[src/rtl/uart_rx_frame.sv]
// 8N1 UART receiver: synchronises rx_i, detects the start edge, samples each bit mid-cell and
// reports good frames with rx_done_o or a low stop bit with frame_err_o.
`timescale 1ns/1ps

module uart_rx_frame #(
  parameter int unsigned CLKS_PER_BIT = 868,
  parameter int unsigned DATA_BITS    = 8
) (
  input  logic                 clk_i,
  input  logic                 rst_i,
  input  logic                 rx_i,
  output logic [DATA_BITS-1:0] rx_data_o,
  output logic                 rx_done_o,
  output logic                 frame_err_o,
  output logic                 busy_o
);

  localparam int unsigned CntW = $clog2(CLKS_PER_BIT);
  localparam int unsigned BitW = $clog2(DATA_BITS + 1);

  localparam logic [CntW-1:0] HalfCnt = CntW'(CLKS_PER_BIT / 2 - 1);
  localparam logic [CntW-1:0] FullCnt = CntW'(CLKS_PER_BIT - 1);
  localparam logic [BitW-1:0] LastBit = BitW'(DATA_BITS - 1);

  typedef enum logic [1:0] {StIdle, StStart, StData, StStop} state_e;

  state_e               state_q, state_d;
  logic [CntW-1:0]      cnt_q, cnt_d;
  logic [BitW-1:0]      bit_q, bit_d;
  logic [DATA_BITS-1:0] shift_q, shift_d;
  logic [DATA_BITS-1:0] data_q, data_d;
  logic                 done_q, done_d;
  logic                 err_q, err_d;
  logic                 rx_meta_q, rx_s_q, rx_prev_q;
  logic                 start_edge;

  // Synchroniser and edge history reset to idle-high so reset release never looks like a start.
  always_ff @(posedge clk_i or posedge rst_i) begin
    if (rst_i) begin
      rx_meta_q <= 1'b1;
      rx_s_q    <= 1'b1;
      rx_prev_q <= 1'b1;
    end else begin
      rx_meta_q <= rx_i;
      rx_s_q    <= rx_meta_q;
      rx_prev_q <= rx_s_q;
    end
  end

  assign start_edge = rx_prev_q & ~rx_s_q;

  always_ff @(posedge clk_i or posedge rst_i) begin
    if (rst_i) begin
      state_q <= StIdle;
      cnt_q   <= '0;
      bit_q   <= '0;
      shift_q <= '0;
      data_q  <= '0;
      done_q  <= 1'b0;
      err_q   <= 1'b0;
    end else begin
      state_q <= state_d;
      cnt_q   <= cnt_d;
      bit_q   <= bit_d;
      shift_q <= shift_d;
      data_q  <= data_d;
      done_q  <= done_d;
      err_q   <= err_d;
    end
  end

  always_comb begin
    state_d = state_q;
    cnt_d   = cnt_q + CntW'(1);
    bit_d   = bit_q;
    shift_d = shift_q;
    data_d  = data_q;
    done_d  = 1'b0;
    err_d   = 1'b0;
    unique case (state_q)
      StIdle: begin
        if (start_edge) begin
          state_d = StStart;
          cnt_d   = '0;
        end
      end
      StStart: begin
        if (cnt_q == HalfCnt) begin
          state_d = rx_s_q ? StIdle : StData;
          cnt_d   = '0;
          bit_d   = '0;
        end
      end
      StData: begin
        if (cnt_q == FullCnt) begin
          // LSB arrives first, so shifting in from the top leaves it at bit 0 after the last bit.
          shift_d = {rx_s_q, shift_q[DATA_BITS-1:1]};
          bit_d   = bit_q + BitW'(1);
          cnt_d   = '0;
          if (bit_q == LastBit) begin
            state_d = StStop;
          end
        end
      end
      StStop: begin
        if (cnt_q == FullCnt) begin
          if (rx_s_q) begin
            data_d = shift_q;
            done_d = 1'b1;
          end else begin
            err_d = 1'b1;
          end
          state_d = StIdle;
          cnt_d   = '0;
        end
      end
      default: begin
        state_d = StIdle;
        cnt_d   = '0;
      end
    endcase
  end

  assign rx_data_o   = data_q;
  assign rx_done_o   = done_q;
  assign frame_err_o = err_q;
  assign busy_o      = (state_q != StIdle);

endmodule

[config.mk]
export PLATFORM = sky130hd
export DESIGN_NAME = uart_rx_frame
export DESIGN_NICKNAME = d
export VERILOG_FILES = /design/src/rtl/uart_rx_frame.sv
export SDC_FILE = /design/constraint.sdc
export NUM_CORES = 1
export LEC_CHECK = 0
export CAP_MARGIN = 10
export CORE_UTILIZATION = 45
export CTS_BUF_LIST = sky130_fd_sc_hd__clkbuf_4
export CTS_CLUSTER_DIAMETER = 100
export DETAILED_ROUTE_END_ITERATION = 10
export PLACE_DENSITY_LB_ADDON = 0.05
export SYNTH_ARGS = -nofsm -noshare
export SYNTH_HDL_FRONTEND = slang
export SYNTH_SLANG_ARGS = --single-unit
export TNS_END_PERCENT = 30
[constraint.sdc]
create_clock -name clk_i -period 4.6 [get_ports clk_i]
set_input_delay 0.46 -clock clk_i [delete_from_list [all_inputs] [get_ports clk_i]]
set_output_delay 0.46 -clock clk_i [all_outputs]
set_load 0.005 [all_outputs]
# ---- Word-level counts from Yosys, hierarchy flattened
# Index checks and enable logic that the tools add are counted.
dict set report totals {
  register_bits 37
  word_cells 53
  out_inout_bits 11
  input_bits 3
}
dict set report op_classes {
  n_eq_ne 11
  n_reduce_logical 8
  addsub 2
  bitwise 2
  mux 20
}
# operator count
set op_table {}
lappend op_table {{two-way mux 10 bit} 3}
lappend op_table {{case mux 10 bit (3 select lines)} 1}
lappend op_table {{two-way mux 2 bit} 6}
lappend op_table {{adder 10 x 1 -> 10 bit (second input constant)} 1}
lappend op_table {{equality test 10 bit (second input constant)} 1}
lappend op_table {{equality test 10 x 9 -> 1 bit (second input constant)} 1}
lappend op_table {{!= test 2 bit (second input constant)} 5}
lappend op_table {{two-way mux 4 bit} 2}
lappend op_table {{case mux 2 bit (4 select lines)} 1}
lappend op_table {{case mux 4 bit (2 select lines)} 1}
lappend op_table {{two-way mux 1 bit} 6}
lappend op_table {{AND reduction 3 bit} 2}
lappend op_table {{AND reduction 5 bit} 1}
lappend op_table {{adder 4 x 1 -> 4 bit (second input constant)} 1}
lappend op_table {{equality test 2 bit (second input constant)} 2}
lappend op_table {{equality test 4 x 3 -> 1 bit (second input constant)} 1}
lappend op_table {{nonzero test 2 bit} 2}
lappend op_table {{equality test 2 x 1 -> 1 bit (second input constant)} 1}
lappend op_table {{zero test 2 bit} 1}
lappend op_table {{AND reduction 2 bit} 1}
lappend op_table {{OR reduction 2 bit} 1}
lappend op_table {{bitwise AND 1 bit} 1}
lappend op_table {{inverter 1 bit} 1}

# ---- Depth between registers and ports, before layout
# Gate-level depths: netlist (run 1).
dict set report logic_depth {
  word_depth 4
  mapped_depth 7
}

# ---- Worst setup path after synthesis (run 1)
# Ideal clock, no wire load.
dict set report synth_timing {
  kind {flip-flop to flip-flop}
  startpoint {register cnt_q[2]}
  endpoint {register data_q[0] (netlist: rx_data_o[0])}
  t_arrival_ns 1.736
  stages_incl_launch_ff 6
  period_less_slack_ns 1.862
  path_buffers 1
  path_slack_ns 2.738
  setup_time_ns 0.125
  path_cell_list {dfrtp_1 > or3b_4 > nor3_4 > and4_4 > buf_12 > mux2_4}
}
dict set report synth_between {
  elab_chain_cells 2
}
# element line
set synth_rtl {}
lappend synth_rtl {{from (decl)} 28} ;# logic [CntW-1:0] cnt_q, cnt_d;
lappend synth_rtl {{from (signal assigned)} 63} ;# cnt_q <= cnt_d;
lappend synth_rtl {{equality test 10 bit} 106} ;# if (cnt_q == FullCnt) begin
lappend synth_rtl {{AND reduction 3 bit (no source line)} -}
lappend synth_rtl {{to (signal assigned)} 66} ;# data_q <= data_d;
lappend synth_rtl {{to (decl)} 31} ;# logic [DATA_BITS-1:0] data_q, data_d;
# Every way passes these cells.
# A chain may end at the register's enable or synchronous reset.

==> results of run 1 <==
==> worst min path at each step <==
stage | to | cells after the start | start | slack (ns)
global route | rx_s_q | 0 | rx_meta_q | 0.37
CTS | rx_s_q | 0 | rx_meta_q | 0.36
detailed placement | rx_s_q | 0 | rx_meta_q | 0.35
global placement | rx_s_q | 0 | rx_meta_q | 0.35
finish | rx_s_q | 0 | rx_meta_q | 0.36
floorplan | rx_s_q | 0 | rx_meta_q | 0.35
==> layout make-up <==
class / instances / area (µm²) / share of cell area (%)
sequential: 37 / 930 / 48.7
multi-input combinational: 83 / 711 / 37.2
timing repair buffer: 14 / 138 / 7.21
tap: 46 / 57.6 / 3.01
clock buffer: 5 / 37.5 / 1.97
inverter: 5 / 18.8 / 0.983
clock inverter: 3 / 17.5 / 0.917
==> routing by layer <==
layer | share of wire, % | wire (µm)
met1 | 54 | 1510
met2 | 41 | 1130
met3 | 2.7 | 75
met4 | 2.2 | 62
met5 | 0 | 0
==> metrics by stage <==
step	cell area [µm²]	hold slack [ns]	total power, mW	utilization [%]
after floorplan	1700	0.345	0.478	-
after global placement	1850	0.346	0.502	53.5
after detailed placement	1850	0.348	0.506	53.5
after CTS	1910	0.365	0.677	55.1
after global routing	1910	0.367	0.716	55.1
final	1910	0.363	0.670	55.1
==> cells by family after synthesis <==
logic type	count (synthesis)	synth area share (%)
compound gates	6	2.65
xor+xnor	10	5.15
fa+ha+maj	3	2.21
buf+inv	10	3.60
flops	37	54.6
mux	18	13.6
simple gates	46	18.2
==> flip-flops by register name, indices dropped and copies added, names as in the netlist, named ones only <==
signal       flops
rx_meta_q        1
cnt_q           10
frame_err_o      1
rx_prev_q        1
shift_q          8
rx_s_q           1
rx_data_o        8
bit_q            4
state_q          1
rx_done_o        1
==> synthesized netlist by cell type (all sizes together) <==
cell | number | area share, %
a21oi | 1 | 0.29
a31oi | 2 | 0.74
and3 | 1 | 0.37
and4 | 5 | 2.9
and4b | 1 | 0.59
buf | 5 | 2.5
dfrtp | 34 | 50
dfstp | 3 | 4.6
ha | 3 | 2.2
inv | 5 | 1.1
mux2 | 17 | 13
mux2i | 1 | 0.59
nand2 | 4 | 0.88
nand3 | 3 | 0.88
nand4 | 3 | 1.1
nand4b | 2 | 1.0
nand4bb | 1 | 1.6
nor2 | 16 | 3.5
nor2b | 2 | 0.74
nor3 | 2 | 1.9
nor3b | 2 | 0.88
nor4 | 2 | 0.74
o31a | 1 | 0.51
o31ai | 1 | 0.44
o32a | 1 | 0.66
or2 | 1 | 0.37
or3b | 1 | 0.66
xnor2 | 6 | 3.1
xor2 | 4 | 2.1
==> power by group through the flow <==
stage	logic [mW]	registers, mW	clock network, mW
finish	0.0997	0.407	0.164
global route	0.113	0.413	0.190
CTS	0.100	0.405	0.172
detailed placement	0.0950	0.411	0
global placement	0.0929	0.409	0
floorplan	0.0792	0.399	0
==> worst max-delay path, stage by stage, from the launching register on <==
cell and delay [ns]:
dfrtp_1 0.50, or2_2 0.33, clkdlybuf4s50_1 0.44
==> metrics, run 1 <==
outcome=complete, no violations; initial DRC count=39; I/O Pins=14; number of global-route vias before repair=1023; CP required=4.14 ns; Syn Inst Count=130; commonest non-fill, non-tap cell in the layout=dfrtp_1; GR Util met3=5.43%; drt first pass iters=4; Cells after DPL=185; peak supply drop=0.221 mV; Critical Path Start Type=flip-flop; Final Non-Filler Cells=193; Sequential Power Share=60.7%; Post CTS Setup Buffer Count=0; I/O Buffers=13; Switch Pwr=207 µW; Num CTS Buffers=5; busiest grt layer=met1; RR Startpoint=cnt_q[2]; unrepaired setup endpoints after global routing=no; worst path arrival time=1.60 ns; internal power=463 µW; sequential share of the synthesized area=54.6%; gr usage total=16.7%; synth warn=0; met1 layer usage reported by global route=23.7%; drt drc=0; Die Y=63.5 µm; total of max-cap violations=0; Place WS=2.64 ns; PnR worst setup slack=2.54 ns; fin crit period=2.06 ns; FP Rows=21; n_diodes=0; routed len/inst=14.4 µm; CTS tree=done; Synthesized Nets=136; Hold WC Path Type=reg2reg; Final Hold Vio Count=0; Area Overhead vs Synth=12.2%; relative slew slack=62.7%; crit path max fanout=11; CTS Hold Bufs=0; Final GP Congestion=0.714; drt via density=5.19; period utilisation layout=44.8%; total global routing overflow=0; clock tree buffer depth=2; GRT met2 Usage=22.1%; Switching Share=30.9%; leak pwr=0.871 nW; pwr dens=351 mW/mm²; Synth Cell Area=0.00170 mm²; Die Area=0.00403 mm²; fill count=303; skew final=0.0100 ns; actual slew at the worst max-slew pin=0.557 ns; Initial Util=49.1%; clock share of power=24.4%; layout cells sized above 1=25.2%; CP endpoint kind=output port; Max Slew Vio Count=0; Avg Inst Size Synth=13.1 µm²; Setup TNS Final=0 ns; H-tree levels=2; CTS root buffer=clkbuf_4; CTS clk-pin slew, worst paths=0.11 ns; crit path to=busy_o; R2R cell count=4; overall routed net length=2.78 mm; DIE WIDTH=63.5 µm; nets@finish=152; final setup fails=0; Max Clock Freq=485 MHz; Placeable Area=0.00347 mm²; #FFs+latches synth=37; Distinct cells, synth=34; initial antenna violation count=0; reg-to-reg slack, setup=2.63 ns; combinational share of power=14.9%; Detail Route Antenna Nets=0; PostCTS Resize Cnt=0; most frequent cells in the layout=34 x dfrtp_1, 16 x nor2_1, 13 x clkdlybuf4s50_1, 9 x mux2_2, 8 x mux2_4; clk_lat worst skew=0.34 ns; hpwl dp=1.87 mm; number of clock sinks=37; r2r endpoint=rx_data_o[1]; first-pass GRT wire length=4.97 mm; CP Class=reg2out; largest net degree at the start of global routing=38; via count=1002
(Power assumes the default switching activity.)
==> run 2, diff against run 1 <==
==> constraint.sdc (replaced) <==
create_clock -name clk_i -period 1.68 [get_ports clk_i]
set_input_delay 0.168 -clock clk_i [delete_from_list [all_inputs] [get_ports clk_i]]
set_output_delay 0.168 -clock clk_i [all_outputs]
set_load 0.005 [all_outputs]
==> run 2 against run 1 <==
Net effect:
- the run now ends with negative setup slack left
- clock-buffer cell count up 1
- register-to-register slack worse by 2.7 ns
- clock power rose to 3.7 times the previous value
- total power rose to 3.2 times the previous value
- first-iteration DRC count up 46%
- hold slack worse by 0.19 ns
- worst setup slack worse by 2.6 ns
- die area unchanged
- routed wire length up 15%
- global-route usage up 2.0 points
- sequential share of layout area down 6.5 points
- via count up 9.5%
==> metrics, run 2 (same netlist as run 1, synthesis figures left out) <==
nets@finish=174; Place WS=-0.0675 ns; period utilisation layout=106%; hold slack=0.173 ns; I/O Pins=14; number of clock sinks=37; actual slew at the worst max-slew pin=0.312 ns; CP endpoint kind=flip-flop; outcome=finished, violations left; CP bufs+invs=0; Critical Path Start Type=flip-flop; pwr dens=961 mW/mm²; internal power=1.54 mW; relative slew slack=79.0%; Switching Share=27.2%; Placeable Area=0.00347 mm²; Final GP Congestion=0.787; failing checks=negative setup slack; skew final=0.00724 ns; Detail Route Antenna Nets=0; layout cells sized above 1=36.1%; H-tree levels=2; Die Y=63.5 µm; hpwl dp=2.15 mm; Initial Util=49.1%; Tot Pwr=2.12 mW; CTS root buffer=clkbuf_4; worst path arrival time=2.02 ns; routed len/inst=14.8 µm; total global routing overflow=0; clock share of power=28.6%; FP Rows=21; Hold WC Path Type=in2async; max FFs per register=10; CP max-delay cell=or3b_4; Num CTS Buffers=5; clk_lat worst skew=0.34 ns; crit path max fanout=4; unrepaired setup endpoints after global routing=yes; DIE WIDTH=63.5 µm; drt via density=5.10; n_diodes=0; number of global-route vias before repair=1172; Design Area, Final=0.00220 mm²; R2R cell count=4; Area Overhead vs Synth=29.4%; combinational share of power=21.6%; CTS Hold Bufs=0; Top delay family on crit path=simple AND/OR/NAND/NOR gates; Max Clock Freq=561 MHz; crit-path cells=or3b_4, nor3_4, and4_2, mux2_4; Placed Area=0.00206 mm²; via count=1097; leak pwr=1.01 nW; crit path launch=cnt_q[3]; CTS clk-pin slew, worst paths=0.11 ns; most flop-heavy register=cnt_q; first-pass GRT wire length=5.62 mm; RR Startpoint=cnt_q[3]; Setup TNS Final=-0.867 ns; Switch Pwr=577 µW; drt first pass iters=4; r2r endpoint=rx_data_o[4]; CP Class=reg2reg; clock tree buffer depth=2; CTS tree=done; overall routed net length=3.19 mm; CP required=1.92 ns; most frequent cells in the layout=34 x dfrtp_1, 18 x buf_4, 17 x mux2_4, 16 x nor2_1, 12 x clkdlybuf4s50_1; initial antenna violation count=0; drt drc=0; largest net degree at the start of global routing=38; final setup fails=17; critical path's largest stage delay=0.45 ns; fill count=288; initial DRC count=57; total of max-cap violations=0; Sequential Power Share=49.8%; gr usage total=18.8%; I/O Buffers=13; PnR worst setup slack=-0.102 ns; Max Slew Vio Count=0; fin crit period=1.78 ns; reg-to-reg slack, setup=-0.10 ns; commonest non-fill, non-tap cell in the layout=dfrtp_1; Die Area=0.00403 mm²; Final Hold Vio Count=0; peak supply drop=0.718 mV
run 2: changes by cell type in the layout (fill, tap and decap cells not counted), moves of 4 or more:
cell    change
buf_4      +17
mux2_4      +9
buf_12      +4
mux2_2      -9
run 2: how the worst max path moves through the flow:
stage | to | cells after the start
floorplan | rx_data_o[0] | 5
global placement | rx_data_o[0] | 4
detailed placement | rx_data_o[2] | 4
CTS | rx_data_o[6] | 4
global route | rx_data_o[0] | 4
finish | rx_data_o[4] | 4
run 2: through the flow:
stage / util [%] / std cells
finish: 63.5 / 215
global route: 63.5 / 215
CTS: 63.3 / 215
detailed placement: 59.4 / 204
global placement: 59.4 / 204
floorplan: - / 130
run 2: layout make-up:
type | instances | area, µm² | area share [%]
clock inverter | 2 | 33.8 | 1.53
multi-input combinational | 84 | 773 | 35.1
tap | 46 | 57.6 | 2.61
inverter | 5 | 18.8 | 0.852
timing repair buffer | 35 | 344 | 15.6
clock buffer | 6 | 45.0 | 2.05
sequential | 37 | 930 | 42.2
run 2: layer usage:
metal	track usage, %	wire length (µm)
met1	22.2	1420
met2	32.0	1640
met3	4.89	81
met4	7.67	46
met5	0	0
run 2: power by group through the flow:
stage	clock (mW)	combinational, mW	sequential [mW]
finish	0.605	0.457	1.05
global route	0.661	0.515	1.07
CTS	0.622	0.460	1.05
detailed placement	0	0.458	1.07
global placement	0	0.449	1.07
floorplan	0	0.227	1.10
run 2: tightest hold or removal path, delay by kind of cell:
family / cells / cell delay, ns
buf+inv: 3 / 0.72
run 2: what timing repair did:
item | CTS | global route
gates cloned | 1 | 0
buffers inserted | 2 | 0
resized for setup | 9 | 2
setup endpoints to repair | 29 | 31
pin swaps | 2 | 1
==> run 3, diff against run 2 <==
--- a/config.mk
+++ b/config.mk
@@ -11,6 +11,7 @@
 export CTS_CLUSTER_DIAMETER = 100
 export DETAILED_ROUTE_END_ITERATION = 10
 export PLACE_DENSITY_LB_ADDON = 0.05
+export REMOVE_ABC_BUFFERS = 1
 export SYNTH_ARGS = -nofsm -noshare
 export SYNTH_HDL_FRONTEND = slang
 export SYNTH_SLANG_ARGS = --single-unit
==> run 3 against run 2 <==
Net effect:
- core utilization increased by 1.0 points
- largest cell class unchanged
- global-route usage rose by 0.59 points
- critical path depth unchanged
- register-to-register slack about the same
- via count is 4.4% higher
- routed wire length increased by 8.1%
- clock skew is 0.0058 ns higher
- first-iteration DRC count grew 16%
- critical path type unchanged
- the run still ends with negative setup slack left
- final cell count increased by 0.93%
- final area grew 1.6%
- combinational power increased by 19%
==> metrics, run 3 (same netlist as run 1, synthesis figures left out) <==
period utilisation layout=106%; first-pass GRT wire length=5.79 mm; DIE WIDTH=63.5 µm; clock tree buffer depth=2; most flop-heavy register=cnt_q; CTS root buffer=clkbuf_4; via count=1145; most frequent cells in the layout=34 x dfrtp_1, 19 x buf_4, 12 x clkdlybuf4s50_1, 9 x mux2_2, 9 x nor2_2; drt via density=5.28; CP max-delay cell=or3b_4; skew final=0.0130 ns; I/O Buffers=13; Area Overhead vs Synth=31.5%; relative slew slack=69.3%; CP required=1.92 ns; clk_lat worst skew=0.34 ns; Detail Route Antenna Nets=0; unrepaired setup endpoints after global routing=yes; CP endpoint kind=flip-flop; number of global-route vias before repair=1209; layout cells sized above 1=45.0%; number of clock sinks=37; CTS Hold Bufs=0; overall routed net length=3.45 mm; worst path arrival time=2.01 ns; Die Area=0.00403 mm²; drt first pass iters=4; pwr dens=1000 mW/mm²; leak pwr=1.03 nW; total of max-cap violations=0; Placeable Area=0.00347 mm²; actual slew at the worst max-slew pin=0.461 ns; initial DRC count=66; Num CTS Buffers=5; failing checks=negative setup slack; initial antenna violation count=0; fin crit period=1.77 ns; largest net degree at the start of global routing=38; peak supply drop=0.795 mV; Final Hold Vio Count=0; total global routing overflow=0; hpwl dp=2.24 mm; Max Clock Freq=564 MHz; Final GP Congestion=0.777; Max Slew Vio Count=0; I/O Pins=14; n_diodes=0; crit path max fanout=5; final setup fails=18; drt drc=0; hold slack=0.208 ns; CTS clk-pin slew, worst paths=0.12 ns; Critical Path Start Type=flip-flop; H-tree levels=2; CTS tree=done; routed len/inst=15.9 µm; gr usage total=19.3%; critical path's largest stage delay=0.44 ns; commonest non-fill, non-tap cell in the layout=dfrtp_1; crit-path cells=or3b_4, nor3_4, and4_4, mux2_4; FP Rows=21; Tot Pwr=2.25 mW; Initial Util=49.1%; PnR worst setup slack=-0.0943 ns; Hold WC Path Type=in2async; CP Class=reg2reg; fill count=283; outcome=finished, violations left; max FFs per register=10; Die Y=63.5 µm; nets@finish=176
==> run 3: worst paths after layout <==
path / startpoint / endpoint / slack [ns] / depth (start not counted)
worst max-delay path: cnt_q[2] / rx_data_o[4] / -0.09 / 4
worst max register to register: cnt_q[2] / rx_data_o[4] / -0.09 / 4
worst min register to register: rx_meta_q / rx_s_q / 0.37 / 0
worst min-delay path: rst_i / shift_q[0] / 0.21 / 3
min in group clk_i: rx_i / rx_meta_q / 0.22 / 1
max in group asynchronous: rst_i / rx_prev_q / 1.11 / 3
==> run 3: area by class of cell <==
class / count / area (µm²) / area share (%)
tap: 46 / 57.6 / 2.57
clock inverter: 3 / 43.8 / 1.96
inverter: 5 / 18.8 / 0.839
timing repair buffer: 37 / 345 / 15.4
multi-input combinational: 84 / 805 / 36.0
sequential: 37 / 930 / 41.6
clock buffer: 5 / 37.5 / 1.68
==> run 3: per-stage QoR <==
stage	cell area [µm²]	cells	setup WS, ns	utilization, %	TNS [ns]
finish	2240	217	-0.0943	64.5	-1.19
global route	2240	217	-0.140	64.5	-2.42
CTS	2130	213	-0.0931	61.4	-1.03
detailed placement	2010	202	-0.130	57.9	-1.01
global placement	2010	202	-0.0869	57.9	-0.690
floorplan	1660	125	-0.163	-	-2.25
==> run 3: critical path, delay by kind of cell (launching register included) <==
kind | cells | cell delay, ns
mux | 1 | 0.32
flops | 1 | 0.40
simple gates | 3 | 0.96
==> run 3: power by group <==
part / switching (mW) / total (mW) / internal [mW]
Combinational: 0.253 / 0.545 / 0.292
Clock: 0.311 / 0.627 / 0.316
Sequential: 0.0944 / 1.07 / 0.980
Total: 0.658 / 2.25 / 1.59
==> run 3: metal layers <==
layer / track usage, % / part of all wire, %
met3: 4.35 / 2.5
met4: 7.67 / 1.9
met2: 31.9 / 50
met5: 0 / 0
met1: 24.4 / 46
==> run 3: repair_timing <==
| action | 4_1_cts | 5_1_grt |
|---|---|---|
| pin swaps | 4 | 1 |
| setup buffers | 2 | 4 |
| cloned | 1 | 0 |
| gates resized for setup | 6 | 19 |
| endpoints found under the setup margin | 29 | 31 |
==> RTL edit 1: new RTL, settings of run 3 <==
Encoding of `state_e`: now one-hot (4 bits for 4 states).
--- a/src/rtl/uart_rx_frame.sv
+++ b/src/rtl/uart_rx_frame.sv
@@ -23,5 +23,5 @@
   localparam logic [BitW-1:0] LastBit = BitW'(DATA_BITS - 1);
 
-  typedef enum logic [1:0] {StIdle, StStart, StData, StStop} state_e;
+  typedef enum logic [3:0] {StIdle = 4'b0001, StStart = 4'b0010, StData = 4'b0100, StStop = 4'b1000} state_e;
 
   state_e               state_q, state_d;
Behaviour: same outputs for any inputs over 10 cycles, from zero or initial values and one cycle with rst_i high; not proved beyond that.
==> RTL edit 1 against run 3 <==
The flow still finishes with violations (setup timing). First-iteration DRC count rose by 23%. Worst setup slack worse by 0.21 ns. Critical endpoint unchanged. Total power rose by 17%. Wire length increased by 9.4%. Core utilization up 0.24 points. Sequential cell count rose by 2. Cell area up 8.3%. Synthesized area increased by 4.8%. Combinational power grew 45%. Count of clock-buffer cells in the layout increased by 1.
==> RTL edit 1: results (changes against run 3) <==
Worst VDD drop=0.647 mV (was 0.795 mV); top cells by count, synth=dfrtp_1 (35), mux2_2 (14), a21oi_1 (11) (was dfrtp_1 (34), nor2_1 (16), mux2_2 (9)); overall routing resource usage=20.3% (was 19.3%); Seq area share=40.5% (was 41.6%); Routed WL per cell=15.3 microns (was 15.9 microns); dominant cells by area after synthesis=dfrtp_1 (49%), mux2_2 (8.8%), dfstp_2 (5.9%) (was dfrtp_1 (50%), mux2_4 (7.1%), mux2_2 (6.0%)); final worst setup slack=-0.302 ns (was -0.0943 ns); met3 Resource Use GR=6.16% (was 4.35%); Register-to-Register Path Depth=5 (was 4); clock buffers=6 (was 5); Post-layout nets=204 (was 176); HPWL Detailed=2510 microns (was 2240 microns); fin area=0.00242 sq mm (was 0.00224 sq mm); Sink Count=39 (was 37); setup_tns=-4.36 ns (was -1.19 ns); Final Setup Violations=21 (was 18); Non-clk bufs=48 (was 37); CP arrival=2.22 ns (was 2.01 ns); fin util=64.7% (was 64.5%); layout cells sized above 1=37.7% (was 45.0%); status=finished, violations left (unchanged); Mean Syn Cell Area=12.1 sq um (was 13.1 sq um); multi-input logic area=838 sq um (was 805 sq um); slew at the pin with the worst max-slew slack=0.489 ns (was 0.461 ns); Worst Skew=0.0152 ns (was 0.0130 ns); # placed instances=238 (was 202); post-CTS setup buffer count=0 (was 2); Placement Cell Area=0.00223 sq mm (was 0.00201 sq mm); violated checks=setup timing (unchanged); via count=1344 (was 1145); leak pwr=1.11 nW (was 1.03 nW); DR iter-0 viols=81 (was 66); metal3 WL=134 microns (was 85 microns); met2 wire len=1830 microns (was 1720 microns); first-pass GRT wire length=6380 microns (was 5790 microns); Hold WS=0.211 ns (was 0.208 ns); Seq/Total Area, Yosys=55.0% (was 54.6%); final non-filler cell total=247 (was 217); crit path max-delay cell type=or3_4 (was or3b_4); Inverters=6 (was 5); Netlist cell types=38 (was 34)
-- RTL edit 1: changes by cell type in the layout (fill, tap and decap cells not counted), moves of 3 or more --
cell     change
and4_2       -3
nor2_1       -3
mux2_1       +3
a21oi_1     +10
o21ai_0      +3
mux2_2       +4
nor2_2       -9
mux2_4       -7
nor3_1       +5
nand3_1      +3
buf_4       +13
-- RTL edit 1: cells by family after synthesis --
group,count (synthesis),share of synthesized area (%)
adders and majority gates,3,2.11
AOI/OAI and AO/OA,27,9.33
and+or+nand+nor,41,15.6
buffers and inverters,10,2.32
xor gates and xnor gates,10,4.91
muxes,17,10.7
DFF,39,55.0
-- RTL edit 1: power breakdown --
part | total, mW | switching (mW) | internal [mW]
Combinational | 0.792 | 0.379 | 0.413
Clock | 0.784 | 0.304 | 0.481
Sequential | 1.06 | 0.0498 | 1.01
Total | 2.64 | 0.732 | 1.90
-- RTL edit 1: tightest hold or removal path, stage by stage --
cell and delay, ns:
clkdlybuf4s50_1 0.40, inv_1 0.05, buf_4 0.41
==> RTL edit 2: new RTL, config.mk and constraints of run 3 <==
Without the edit above. Set the parameter `DATA_BITS` to 16 (it was 8).
--- a/src/rtl/uart_rx_frame.sv
+++ b/src/rtl/uart_rx_frame.sv
@@ -5,5 +5,5 @@
 module uart_rx_frame #(
   parameter int unsigned CLKS_PER_BIT = 868,
-  parameter int unsigned DATA_BITS    = 8
+  parameter int unsigned DATA_BITS    = 16
 ) (
   input  logic                 clk_i,
Interface: changed (resized rx_data_o); port bits go from 14 to 22. The function was not compared with the original's and may differ.
==> RTL edit 2 against run 3 <==
The flow still finishes with violations (setup timing). Synthesized area rose by 37%. Global-route usage decreased by 1.8 points. Count of clock-buffer cells in the layout is the same. Worst setup slack improved by 0.035 ns. Cell area rose by 30%. Sequential cell count rose by 17. Wire length is 19% higher. Total power is 11% higher.
==> RTL edit 2: results (changes against run 3) <==
layout cells sized above 1=38.1% (was 45.0%); leak pwr=1.37 nW (was 1.03 nW); Seq/Total Area, Yosys=58.1% (was 54.6%); HPWL Detailed=3010 microns (was 2240 microns); fill cell count=395 (was 283); final non-filler cell total=290 (was 217); vias in the first global route=1532 (was 1209); Placement Cell Area=0.00279 sq mm (was 0.00201 sq mm); crit path max-delay cell type=dfrtp_1 (was or3b_4); # placed instances=279 (was 202); first-pass GRT wire length=7160 microns (was 5790 microns); dominant cells by area after synthesis=dfrtp_1 (55%), mux2_2 (11%), mux2_4 (5.8%) (was dfrtp_1 (50%), mux2_4 (7.1%), mux2_2 (6.0%)); R2R Path End=rx_data_o[11] (was rx_data_o[4]); XOR/XNOR Fraction of Synth Area=2.63% (was 5.15%); setup_tns=-0.605 ns (was -1.19 ns); worst-path maximum fanout=7 (was 5); input/output buffers=21 (was 13); Final Setup Violations=17 (was 18); status=finished, violations left (unchanged); Routed WL per cell=14.1 microns (was 15.9 microns); Post-layout nets=229 (was 176); overall routing resource usage=17.5% (was 19.3%); compound-cell area share of the yosys netlist=3.86% (was 2.65%); post-CTS setup buffer count=2 (unchanged); top cells by count, synth=dfrtp_1 (51), mux2_2 (22), nor2_1 (12) (was dfrtp_1 (34), nor2_1 (16), mux2_2 (9)); Worst VDD drop=0.583 mV (was 0.795 mV); comb pwr=0.501 mW (was 0.545 mW); largest net degree at the start of global routing=22 (was 38); via count=1487 (was 1145); DR iter-0 viols=55 (was 66); Register-to-Register Path Depth=6 (was 4); CTS resizes=11 (was 6); Slew Limit Headroom=76.6% (was 69.3%); switching power total=0.695 mW (was 0.658 mW); Mean Syn Cell Area=13.5 sq um (was 13.1 sq um); clk_lat worst skew=0.37 ns (was 0.34 ns); GP Congestion=0.768 (was 0.777); Netlist cell types=35 (was 34); Crit path largest cell delay=0.38 ns (was 0.44 ns); FF-to-FF Start=cnt_q[0] (was cnt_q[2]); mux contribution to synthesized area=16.4% (was 13.6%); Power Sequential=1.46 mW (was 1.07 mW); clock slew seen by the registers of the worst setup and hold paths=0.15 ns (was 0.12 ns); violated checks=setup timing (unchanged); Post-Synth Adder-Cell Area=2.15% (was 2.21%); Worst Skew=0.0137 ns (was 0.0130 ns); final worst setup slack=-0.0595 ns (was -0.0943 ns)
## RTL edit 2: cell type report
| cell class | count | area (sq um) | share of cell area [%] |
|---|---|---|---|
| multi-input cells | 108 | 948 | 32.6 |
| well taps | 67 | 83.8 | 2.89 |
| clock inverters | 3 | 16.3 | 0.560 |
| clock buffers | 5 | 37.5 | 1.29 |
| repair buffers | 47 | 440 | 15.2 |
| inverters | 6 | 22.5 | 0.775 |
| flip-flops and latches | 54 | 1360 | 46.7 |
## RTL edit 2: critical path, delay by kind of cell, from the launching register on
kind                       cells  cell delay [ns]
and+or+nand+nor                3             0.56
adders and majority gates      1             0.18
DFF                            1             0.38
muxes                          1             0.33
buffers and inverters          1             0.18
## RTL edit 2: worst max-delay path by stage
stage	start	to	slack (ns)
6_report	cnt_q[0]	rx_data_o[11]	-0.06
5_1_grt	cnt_q[0]	rx_data_o[8]	-0.17
4_1_cts	cnt_q[0]	rx_data_o[8]	-0.08
3_5_place_dp	cnt_q[1]	rx_data_o[6]	-0.15
3_3_place_gp	cnt_q[1]	rx_data_o[1]	-0.07
2_1_floorplan	cnt_q[0]	bit_q[2]	-0.51
## RTL edit 2: per-stage QoR
stage                     hold slack [ns]  total power [mW]  setup WS (ns)
after floorplan                     0.172              1.73         -0.512
after global placement              0.347              1.93        -0.0698
after detailed placement            0.350              1.95         -0.149
after CTS                          0.0716              2.52        -0.0798
after global routing               0.0628              2.67         -0.175
final                              0.0592              2.50        -0.0595
## RTL edit 2: routing by layer
layer / global-route usage [%] / routed length [microns] / vias to the layer above
li1: - / - / 712
met1: 21.2 / 1810 / 748
met2: 30.4 / 2120 / 20
met3: 4.20 / 118 / 7
met4: 6.62 / 59 / 0
met5: 0 / 0 / -
